File: src/rtl/uart_rx_core.sv
// UART receiver: 2-flop synchronized line, oversampled majority-vote bit sampling, optional parity, 1 or 2 stop bits.
// Optional break detection (break_o port) is compiled in with `define UART_RX_BREAK_DET_EN.
module uart_rx_core #(
    parameter logic [7:0] OVERSAMPLE = 8'd16
) (
    input  logic        clk,
    input  logic        rst_n,
    input  logic [15:0] baud_div,
    input  logic        rx_i,
    input  logic [1:0]  parity,
    input  logic        stop2,
    output logic [7:0]  data_o,
    output logic        valid_o,
    input  logic        ready_i,
    output logic        frame_err_o,
    output logic        par_err_o,
    output logic        overrun_o,
`ifdef UART_RX_BREAK_DET_EN
    output logic        break_o,
`endif
    output logic        busy_o
);

    localparam logic [7:0] OS_LAST = OVERSAMPLE - 8'd1;
    localparam logic [7:0] OS_S0   = (OVERSAMPLE >> 1) - 8'd1;
    localparam logic [7:0] OS_S1   = OVERSAMPLE >> 1;
    localparam logic [7:0] OS_S2   = (OVERSAMPLE >> 1) + 8'd1;

    typedef enum logic [2:0] {IDLE, START, DATA, PAR, STOP1, STOP2} state_t;

    function automatic logic majority3(input logic a, input logic b, input logic c);
        return (a & b) | (a & c) | (b & c);
    endfunction

    logic [1:0]  sync_q, sync_d;
    logic [1:0]  prime_q, prime_d;
    logic        rx_s;
    logic [15:0] div_q, div_d;
    logic        tick;
    state_t      state_q, state_d;
    logic [7:0]  os_q, os_d;
    logic [1:0]  samp_q, samp_d;
    logic [2:0]  bit_cnt_q, bit_cnt_d;
    logic [7:0]  shift_q, shift_d;
    logic [1:0]  par_sel_q, par_sel_d;
    logic        stop2_sel_q, stop2_sel_d;
    logic        fe_q, fe_d;
    logic        pe_q, pe_d;
    logic        idle_ok_q, idle_ok_d;
    logic        start_ok;
    logic        maj;
    logic        frame_done;
    logic        accept;
    logic [7:0]  data_q, data_d;
    logic        valid_q, valid_d;
    logic        frame_err_q, frame_err_d;
    logic        par_err_q, par_err_d;
    logic        overrun_q, overrun_d;
`ifdef UART_RX_BREAK_DET_EN
    logic        brk_q, brk_d;
    logic        brk_wait_q, brk_wait_d;
    logic [7:0]  hi_cnt_q, hi_cnt_d;
    logic        break_q, break_d;
`endif

    // The synchronizer resets to 1, so its output is not trusted as "line idle"
    // until two clocks after reset release (prime_q).
    always_comb begin
        sync_d  = {sync_q[0], rx_i};
        prime_d = {prime_q[0], 1'b1};
        tick    = (div_q == 16'd0);
        div_d   = tick ? baud_div : div_q - 16'd1;
    end

    assign rx_s = sync_q[1];

`ifdef UART_RX_BREAK_DET_EN
    assign start_ok = idle_ok_q & ~brk_wait_q;
`else
    assign start_ok = idle_ok_q;
`endif

    always_comb begin
        state_d     = state_q;
        os_d        = os_q;
        samp_d      = samp_q;
        bit_cnt_d   = bit_cnt_q;
        shift_d     = shift_q;
        par_sel_d   = par_sel_q;
        stop2_sel_d = stop2_sel_q;
        fe_d        = fe_q;
        pe_d        = pe_q;
        idle_ok_d   = idle_ok_q;
        frame_done  = 1'b0;
`ifdef UART_RX_BREAK_DET_EN
        brk_d      = brk_q;
        brk_wait_d = brk_wait_q;
        hi_cnt_d   = hi_cnt_q;
`endif
        maj = majority3(samp_q[0], samp_q[1], rx_s);

        if (tick) begin
            if (state_q == IDLE) begin
`ifdef UART_RX_BREAK_DET_EN
                // After a break the line must be high for a whole bit time.
                if (brk_wait_q) begin
                    if (!rx_s) begin
                        hi_cnt_d = 8'd0;
                    end else if (hi_cnt_q == OS_LAST) begin
                        brk_wait_d = 1'b0;
                        hi_cnt_d   = 8'd0;
                    end else begin
                        hi_cnt_d = hi_cnt_q + 8'd1;
                    end
                end
`endif
                if (!rx_s && start_ok) begin
                    state_d     = START;
                    os_d        = 8'd0;
                    bit_cnt_d   = 3'd0;
                    fe_d        = 1'b0;
                    pe_d        = 1'b0;
                    par_sel_d   = parity;
                    stop2_sel_d = stop2;
`ifdef UART_RX_BREAK_DET_EN
                    brk_d = 1'b0;
`endif
                end else if (rx_s && prime_q[1]) begin
                    idle_ok_d = 1'b1;
                end
            end else begin
                if (os_q == OS_S0) samp_d[0] = rx_s;
                if (os_q == OS_S1) samp_d[1] = rx_s;
                os_d = (os_q == OS_LAST) ? 8'd0 : os_q + 8'd1;

                case (state_q)
                    START: begin
                        if (os_q == OS_S2 && maj) begin
                            state_d = IDLE;
                            os_d    = 8'd0;
                        end else if (os_q == OS_LAST) begin
                            state_d = DATA;
                        end
                    end
                    DATA: begin
                        if (os_q == OS_S2) shift_d = {maj, shift_q[7:1]};
                        if (os_q == OS_LAST) begin
                            if (bit_cnt_q == 3'd7) begin
                                state_d = (par_sel_q == 2'd1 || par_sel_q == 2'd2) ? PAR : STOP1;
                            end else begin
                                bit_cnt_d = bit_cnt_q + 3'd1;
                            end
                        end
                    end
                    PAR: begin
                        if (os_q == OS_S2) pe_d = maj ^ (^shift_q ^ (par_sel_q == 2'd2));
                        if (os_q == OS_LAST) state_d = STOP1;
                    end
                    STOP1: begin
                        if (os_q == OS_S2) begin
                            fe_d = ~maj;
`ifdef UART_RX_BREAK_DET_EN
                            brk_d = (shift_q == 8'h00) && !maj;
`endif
                            if (!stop2_sel_q) begin
                                frame_done = 1'b1;
                                state_d    = IDLE;
                                os_d       = 8'd0;
                            end
                        end else if (os_q == OS_LAST) begin
                            state_d = STOP2;
                        end
                    end
                    STOP2: begin
                        if (os_q == OS_S2) begin
                            fe_d       = fe_q | ~maj;
                            frame_done = 1'b1;
                            state_d    = IDLE;
                            os_d       = 8'd0;
                        end
                    end
                    default: begin
                        state_d = IDLE;
                        os_d    = 8'd0;
                    end
                endcase
            end
        end

        // A completed frame returns to IDLE mid-stop-bit; the next low tick may start a frame.
        if (frame_done) begin
            idle_ok_d = 1'b1;
`ifdef UART_RX_BREAK_DET_EN
            if (brk_d) begin
                brk_wait_d = 1'b1;
                hi_cnt_d   = 8'd0;
            end
`endif
        end
    end

    always_comb begin
        accept      = valid_q & ready_i;
        data_d      = data_q;
        valid_d     = valid_q;
        frame_err_d = frame_err_q;
        par_err_d   = par_err_q;
        overrun_d   = 1'b0;
`ifdef UART_RX_BREAK_DET_EN
        break_d = break_q;
`endif
        if (frame_done) begin
            if (!valid_q || accept) begin
                data_d      = shift_q;
                frame_err_d = fe_d;
                par_err_d   = pe_q;
                valid_d     = 1'b1;
`ifdef UART_RX_BREAK_DET_EN
                break_d = brk_d;
`endif
            end else begin
                overrun_d = 1'b1;
            end
        end else if (accept) begin
            valid_d = 1'b0;
        end
    end

    always_ff @(posedge clk or negedge rst_n) begin
        if (!rst_n) begin
            sync_q      <= 2'b11;
            prime_q     <= 2'b00;
            div_q       <= 16'd0;
            state_q     <= IDLE;
            os_q        <= 8'd0;
            samp_q      <= 2'b00;
            bit_cnt_q   <= 3'd0;
            shift_q     <= 8'h00;
            par_sel_q   <= 2'd0;
            stop2_sel_q <= 1'b0;
            fe_q        <= 1'b0;
            pe_q        <= 1'b0;
            idle_ok_q   <= 1'b0;
            data_q      <= 8'h00;
            valid_q     <= 1'b0;
            frame_err_q <= 1'b0;
            par_err_q   <= 1'b0;
            overrun_q   <= 1'b0;
`ifdef UART_RX_BREAK_DET_EN
            brk_q      <= 1'b0;
            brk_wait_q <= 1'b0;
            hi_cnt_q   <= 8'd0;
            break_q    <= 1'b0;
`endif
        end else begin
            sync_q      <= sync_d;
            prime_q     <= prime_d;
            div_q       <= div_d;
            state_q     <= state_d;
            os_q        <= os_d;
            samp_q      <= samp_d;
            bit_cnt_q   <= bit_cnt_d;
            shift_q     <= shift_d;
            par_sel_q   <= par_sel_d;
            stop2_sel_q <= stop2_sel_d;
            fe_q        <= fe_d;
            pe_q        <= pe_d;
            idle_ok_q   <= idle_ok_d;
            data_q      <= data_d;
            valid_q     <= valid_d;
            frame_err_q <= frame_err_d;
            par_err_q   <= par_err_d;
            overrun_q   <= overrun_d;
`ifdef UART_RX_BREAK_DET_EN
            brk_q      <= brk_d;
            brk_wait_q <= brk_wait_d;
            hi_cnt_q   <= hi_cnt_d;
            break_q    <= break_d;
`endif
        end
    end

    assign data_o      = data_q;
    assign valid_o     = valid_q;
    assign frame_err_o = frame_err_q;
    assign par_err_o   = par_err_q;
    assign overrun_o   = overrun_q;
    assign busy_o      = (state_q != IDLE);
`ifdef UART_RX_BREAK_DET_EN
    assign break_o     = break_q & valid_q;
`endif

endmodule

File: config.mk
export PLATFORM = sky130hd
export DESIGN_NAME = uart_rx_core
export DESIGN_NICKNAME = d
export VERILOG_FILES = /design/src/rtl/uart_rx_core.sv
export SDC_FILE = /design/constraint.sdc
export NUM_CORES = 1
export LEC_CHECK = 0
export BUFFER_PORTS_ARGS = -buffer_cell sky130_fd_sc_hd__buf_4
export CORE_MARGIN = 2
export CORE_UTILIZATION = 45
export CTS_CLUSTER_DIAMETER = 40
export DETAILED_ROUTE_END_ITERATION = 12
export SLEW_MARGIN = 20
export SYNTH_ARGS = -nofsm -noshare
export SYNTH_HDL_FRONTEND = slang
export SYNTH_SLANG_ARGS = --single-unit
File: constraint.sdc
create_clock -name clk -period 7.9 [get_ports clk]
set_input_delay 1.58 -clock clk [delete_from_list [all_inputs] [get_ports clk]]
set_output_delay 1.58 -clock clk [all_outputs]
set_load 0.1 [all_outputs]
; Word level (Yosys, flattened, before mapping)
; Index checks and enable logic that the tools add are counted.
[word_totals]
ff_bits = 62
latch_bits = 0
ram_bits = 0
mem_bits_ro = 0
out_inout_bits = 13
wordCells = 140
memories = 0
[op_classes]
addsub = 3
mul = 0
n_div = 0
n_lt_le_gt_ge = 0
eq_ne = 23
shifts = 0
n_mux = 53
n_bitwise = 11
reduce_logical = 31
[op_table]
columns = op, n
row1 = $mux 8, 7
row2 = $mux 3, 17
row3 = $pmux 8 s4, 1
row4 = $eq 8x4->1 const B, 3
row5 = $mux 1, 24
row6 = $logic_not 16->1, 1
row7 = $mux 16, 1
row8 = $reduce_bool 2->1, 8
row9 = $sub 16x1->16 const B, 1
row10 = $pmux 3 s5, 1
row11 = $ne 3x3->1 const B, 4
row12 = $ne 4x4->1 const B, 3
row13 = $reduce_and 4->1, 3
row14 = $eq 3x3->1 const B, 3
row15 = $reduce_and 3->1, 3
row16 = $reduce_and 9->1, 1
row17 = $add 8x1->8 const B, 1
row18 = $eq 8x3->1 const B, 1
row19 = $reduce_xor 8->1, 1
row20 = $eq 3x2->1 const B, 2
row21 = $reduce_and 2->1, 3
row22 = $reduce_and 5->1, 1
row23 = $and 1x1->1, 4
row24 = $ne 2x1->1 const B, 2
row25 = other kinds (15), 25

; Longest topological paths before layout
[logic_depth]
ltp_word = 9
depth_mapped = 10
mapped_depth_nobuf = 7

; Least setup slack after synthesis
; Ideal clock, no wire load.
[synth_timing]
path_type = reg-to-output
startpoint = register state_q[0]
endpoint = output busy_o
arrival_time_ns = 1.329
t_required_ns = 6.320
path_slack_ns = 4.991
stages_incl_launch_ff = 3
path_cell_list = dfrtp_1 -> nor3_1 -> inv_1
[synth_between]
elab_chain_len = 1
[synth_lines]
columns = element, line
row1 = from (decl), 40  ; state_t state_q, state_d;
row2 = from (signal assigned), 259  ; state_q <= state_d;
row3 = $reduce_bool 3->1, 288  ; assign busy_o = (state_q != IDLE);
row4 = to (decl), 21  ; output logic busy_o
; Every way passes these cells.

; Final worst setup path
; Same ends and word-level chain as after synthesis.

==> report_table.html <==
<table>
<tr><th>Metric</th><th>Value</th></tr>
<tr><th colspan="2">Synth</th></tr>
<tr><td>Adder-cell area share of the yosys netlist</td><td>roughly 3.1%</td></tr>
<tr><td>Number of standard cells after synthesis</td><td>294</td></tr>
<tr><td>Yosys Warn Count</td><td>0</td></tr>
<tr><td>Simple-gate area share of the yosys netlist</td><td>17.9%</td></tr>
<tr><td>Largest area contributor in the synthesized netlist</td><td>dfrtp_1</td></tr>
<tr><td>Area share of the largest cell type after synthesis</td><td>48.0%</td></tr>
<tr><td>Dominant register cell in the synthesized netlist</td><td>dfrtp_1</td></tr>
<tr><td>Flip-flop and latch count after synthesis</td><td>62</td></tr>
<tr><td>Seq/Total Area, Yosys</td><td>49.7%</td></tr>
<tr><td>Xor/xnor share of the synthesized area</td><td>approximately 6.4%</td></tr>
<tr><td>Share of synthesized area spent on multiplexers</td><td>10.6%</td></tr>
<tr><td>Most numerous cell in the Yosys netlist</td><td>dfrtp_1</td></tr>
<tr><td>Number of enable-type register cells in the synthesized netlist</td><td>0</td></tr>
<tr><td>Post-synth design cell area</td><td>3130 um^2</td></tr>
<tr><td>Top cell types by occurrence after synthesis</td><td>dfrtp_1 (60), nand2_1 (25), nor2_1 (24)</td></tr>
<tr><td>Post-synth net total</td><td>324</td></tr>
<tr><td>Distinct cells, synth</td><td>46</td></tr>
<tr><td>Largest family of logic cells by synthesized area</td><td>simple AND/OR/NAND/NOR gates</td></tr>
<tr><td>Post-synthesis average cell area</td><td>about 11 um^2</td></tr>
<tr><td>Leading cell types by total area after synthesis</td><td>dfrtp_1 (48%), mux2_2 (5.8%), xnor2_1 (5.3%), mux2_4 (3.8%), nand2_1 (3.0%)</td></tr>
<tr><td>Compound-cell area share of the yosys netlist</td><td>8.76%</td></tr>
<tr><td>Proportion of synthesized flip-flops having asynchronous set or reset</td><td>between 90% and 100%</td></tr>
<tr><th colspan="2">Power</th></tr>
<tr><td>Sequential power share</td><td>51.1%</td></tr>
<tr><td>Share of power burned in combinational logic</td><td>8.5%</td></tr>
<tr><td>Total power consumption of the routed design</td><td>between 0.7 and 0.8 mW</td></tr>
<tr><td>Worst voltage drop across the vdd grid</td><td>about 95 uV</td></tr>
<tr><td>Sw power</td><td>0.181 mW</td></tr>
<tr><td>Power Density</td><td>195 nW/um^2</td></tr>
<tr><td>Leakage</td><td>1.68 nW</td></tr>
<tr><td>Internal power</td><td>0.528 mW</td></tr>
<tr><td>Sw Ratio</td><td>25.5%</td></tr>
<tr><td>Portion of total power attributed to the clock network</td><td>a little over 40%</td></tr>
<tr><th colspan="2">Global route</th></tr>
<tr><td>Gr ovfl total</td><td>0</td></tr>
<tr><td>Met1 routing resource usage after global routing</td><td>23.4%</td></tr>
<tr><td>Number of antenna violations at the first check in global routing</td><td>0</td></tr>
<tr><td>Global routing met2 resource utilization</td><td>26.3%</td></tr>
<tr><td>Via count of the first global-routing pass</td><td>between 2000 and 2500</td></tr>
<tr><td>First-pass GRT wire length</td><td>between 10000 and 15000 um</td></tr>
<tr><td>Routing layer with the top usage in global route</td><td>met2</td></tr>
<tr><td>GR Util met3</td><td>5.21%</td></tr>
<tr><td>Total track usage</td><td>17.3%</td></tr>
<tr><td>Maximum number of pins on one net before global-route repair</td><td>63</td></tr>
<tr><th colspan="2">Critical path</th></tr>
<tr><td>R2R Setup Slk</td><td>4.83 ns</td></tr>
<tr><td>Critical Path Start</td><td>state_q[0]</td></tr>
<tr><td>Family with the most delay on the worst path</td><td>simple AND/OR/NAND/NOR gates</td></tr>
<tr><td>Worst stage delay on the critical path</td><td>around 0.54 ns</td></tr>
<tr><td>Worst path required time</td><td>between 6 and 7 ns</td></tr>
<tr><td>FF-to-FF End</td><td>bit_cnt_q[0]</td></tr>
<tr><td>Worst endpoint data arrival time</td><td>1.91 ns</td></tr>
<tr><td>Cells traversed along the worst timing path</td><td>nor3_1 &gt; inv_1 &gt; buf_4</td></tr>
<tr><td>Buf/Inv on CP</td><td>2</td></tr>
<tr><td>Path type of the worst setup path</td><td>reg -&gt; out</td></tr>
<tr><td>Crit path to</td><td>busy_o</td></tr>
<tr><td>Beginning of the worst register-to-register path</td><td>div_q[0]</td></tr>
<tr><td>Worst Reg-to-Reg Cells</td><td>8</td></tr>
<tr><td>Crit path max-delay cell type</td><td>nor3_1</td></tr>
<tr><td>Critical path depth in cells</td><td>3</td></tr>
<tr><td>Critical-path maximum fanout</td><td>14</td></tr>
<tr><td>Capturing element type of the critical path</td><td>output pin</td></tr>
<tr><td>Launching element type of the critical path</td><td>flip-flop</td></tr>
<tr><th colspan="2">STA</th></tr>
<tr><td>Unrepaired setup endpoints after global routing</td><td>no</td></tr>
<tr><td>Setup total negative slack</td><td>0 ns</td></tr>
<tr><td>Tcrit/Tclk final</td><td>44.1%</td></tr>
<tr><td>Worst-Margin Slew</td><td>0.972 ns</td></tr>
<tr><td>Minimum hold slack</td><td>0.358 ns</td></tr>
<tr><td>Final critical-path required period</td><td>3.49 ns</td></tr>
<tr><td>Maximum clock frequency</td><td>roughly 0.29 GHz</td></tr>
<tr><td>Headroom to the max-slew limit</td><td>34.6%</td></tr>
<tr><td>Number of hold violations in the final report</td><td>0</td></tr>
<tr><td>Post-Route Skew</td><td>0.0138 ns</td></tr>
<tr><td>Number of setup violations in the final report</td><td>0</td></tr>
<tr><td>Max-slew violation count</td><td>0</td></tr>
<tr><th colspan="2">Final layout</th></tr>
<tr><td>Share of cells above drive strength 1</td><td>25.1%</td></tr>
<tr><td>Post-route cell area</td><td>3640 um^2</td></tr>
<tr><td>Antenna diode count</td><td>0</td></tr>
<tr><td>Area growth from synthesis to layout</td><td>16.4%</td></tr>
<tr><td>Nets</td><td>356</td></tr>
<tr><th colspan="2">Route</th></tr>
<tr><td>DRT Wirelength</td><td>5930 um</td></tr>
<tr><td>Routed wirelength normalized by instance count</td><td>14.4 um</td></tr>
<tr><td>Number of optimization iterations in the first detailed-route pass</td><td>4</td></tr>
<tr><td>Starting DRC count in detailed routing</td><td>149</td></tr>
<tr><td>Via count normalized by instance count</td><td>about 5.4</td></tr>
<tr><td>Post-detailed-route count of antenna-violating nets</td><td>0</td></tr>
<tr><td>Via Count</td><td>2207</td></tr>
<tr><td>Remaining DRCs</td><td>0</td></tr>
<tr><th colspan="2">CTS</th></tr>
<tr><td>Clock root cell</td><td>clkbuf_8</td></tr>
<tr><td>CTS H-Tree Depth</td><td>3</td></tr>
<tr><td>Clock latency at the later pin of the worst-skew pair</td><td>between 0.3 and 0.4 ns</td></tr>
<tr><td>Clock-pin slew of the registers on the worst-case setup and hold paths</td><td>0.07 ns</td></tr>
<tr><td>Number of clock sinks</td><td>62</td></tr>
<tr><td>Quantity of hold-fixing buffers added after cts</td><td>0</td></tr>
<tr><td>Worst-case clock buffer depth</td><td>2</td></tr>
<tr><td>Number of CTS-inserted buffers</td><td>9</td></tr>
<tr><td>Post-cts repair resize count</td><td>0</td></tr>
<tr><td>Setup bufs post-CTS</td><td>0</td></tr>
<tr><td>Clock tree from TritonCTS</td><td>built</td></tr>
<tr><th colspan="2">Floorplanning</th></tr>
<tr><td>Count of standard-cell rows</td><td>30</td></tr>
<tr><td>Die X</td><td>slightly below 90 um</td></tr>
<tr><td>Die Area</td><td>approximately 7600 um^2</td></tr>
<tr><td>Die height</td><td>between 80 and 90 um</td></tr>
<tr><td>Area of the core</td><td>a little under 7000 um^2</td></tr>
<tr><td>Initial Utilization</td><td>46.3%</td></tr>
<tr><td>I/O pin count</td><td>36</td></tr>
<tr><th colspan="2">Placed design</th></tr>
<tr><td>Routability cong.</td><td>0.786</td></tr>
<tr><td>Count of input and output buffers</td><td>35</td></tr>
<tr><td>Total half-perimeter wirelength after legalization and detailed placement</td><td>slightly above 4000 um</td></tr>
<tr><td>Standard cell area after detailed placement</td><td>3430 um^2</td></tr>
<tr><th colspan="2">Flow run</th></tr>
<tr><td>Number of maximum-capacitance violations</td><td>0</td></tr>
<tr><th colspan="2">Outcome</th></tr>
<tr><td>Result of the run</td><td>completed</td></tr>
<tr><th colspan="2">Worst hold path</th></tr>
<tr><td>Hold crit path type</td><td>reg -&gt; reg</td></tr>
</table>
## how the worst min path moves through the flow
| stage | from | endpoint | slack [ns] | cells after the start |
|---|---|---|---|---|
| floorplan | prime_q[0] | prime_q[1] | 0.33 | 0 |
| global placement | prime_q[0] | prime_q[1] | 0.34 | 0 |
| detailed placement | prime_q[0] | prime_q[1] | 0.34 | 0 |
| CTS | sync_q[0] | sync_q[1] | 0.36 | 0 |
| global route | sync_q[0] | sync_q[1] | 0.37 | 0 |
| finish | sync_q[0] | sync_q[1] | 0.36 | 0 |
## area by class of cell
class / count / area, um^2
tap: 80 / 100
multi-input combinational: 208 / 1470
clock inverter: 6 / 70.1
timing repair buffer: 36 / 270
sequential: 62 / 1550
inverter: 9 / 33.8
fill: 609 / 3120
clock buffer: 10 / 138
## through the flow
step,utilization [%],worst slack [ns],cells
after floorplan,-,4.99,294
after global placement,50.8,4.85,395
after detailed placement,50.8,4.80,395
after CTS,53.9,4.42,411
after global routing,53.9,4.22,411
final,53.9,4.41,411
## cell usage in the layout, fill, tap and decap left out, drive strengths merged, types with 2 or more instances in the layout
cell type  netlist  layout
nand2           25      25
a21o             4       4
ha               7       7
a211o            2       2
xnor2           19      19
mux2i            3       3
clkinvlp         0       3
buf              2      36
o41ai            2       2
nand2b           7       7
nor3b            3       3
nor4            10      10
o31ai            2       2
or3              5       5
inv              9      10
nand4            2       2
nor2            24      24
a21oi            6       6
dfstp            2       2
or4              6       6
dfrtp           60      60
clkbuf          13      10
nor3             9       9
nand3            5       5
a31oi            3       3
o21bai           4       4
xor2             4       4
and3             2       2
mux2            24      24
o21ai           14      14
nand3b           2       2
nor2b            2       2
## flip-flops by register name (all words and copies together), names as in the netlist, 2 cells and up
signal	flops
div_q	16
data_o	8
os_q	8
shift_q	8
bit_cnt_q	3
state_q	3
par_sel_q	2
prime_q	2
samp_q	2
sync_q	2
## kinds of logic after synthesis
| kind of cell | after synthesis |
|---|---|
| flip-flops | 62 |
| adder cells (fa/ha/maj) | 8 |
| AND/OR/NAND/NOR | 107 |
| XOR/XNOR | 23 |
| other | 1 |
| AO/OA/AOI/OAI | 42 |
| multiplexers | 27 |
| buffers and inverters | 24 |
## metal layers
layer | part of all wire [%] | vias to the layer above | wire length [um]
li1 | - | 1098 | -
met1 | 47 | 1033 | 2790
met2 | 45 | 60 | 2690
met3 | 5.6 | 16 | 331
met4 | 2.0 | 0 | 116
met5 | 0 | - | 0
## power by group through the flow
stage | combinational, mW | clock (mW) | sequential [mW]
2_1_floorplan | 0.0408 | 0 | 0.363
3_3_place_gp | 0.0604 | 0 | 0.367
3_5_place_dp | 0.0615 | 0 | 0.368
4_1_cts | 0.0618 | 0.296 | 0.362
5_1_grt | 0.0687 | 0.310 | 0.365
6_report | 0.0600 | 0.286 | 0.362
(Power assumes the default switching activity.)
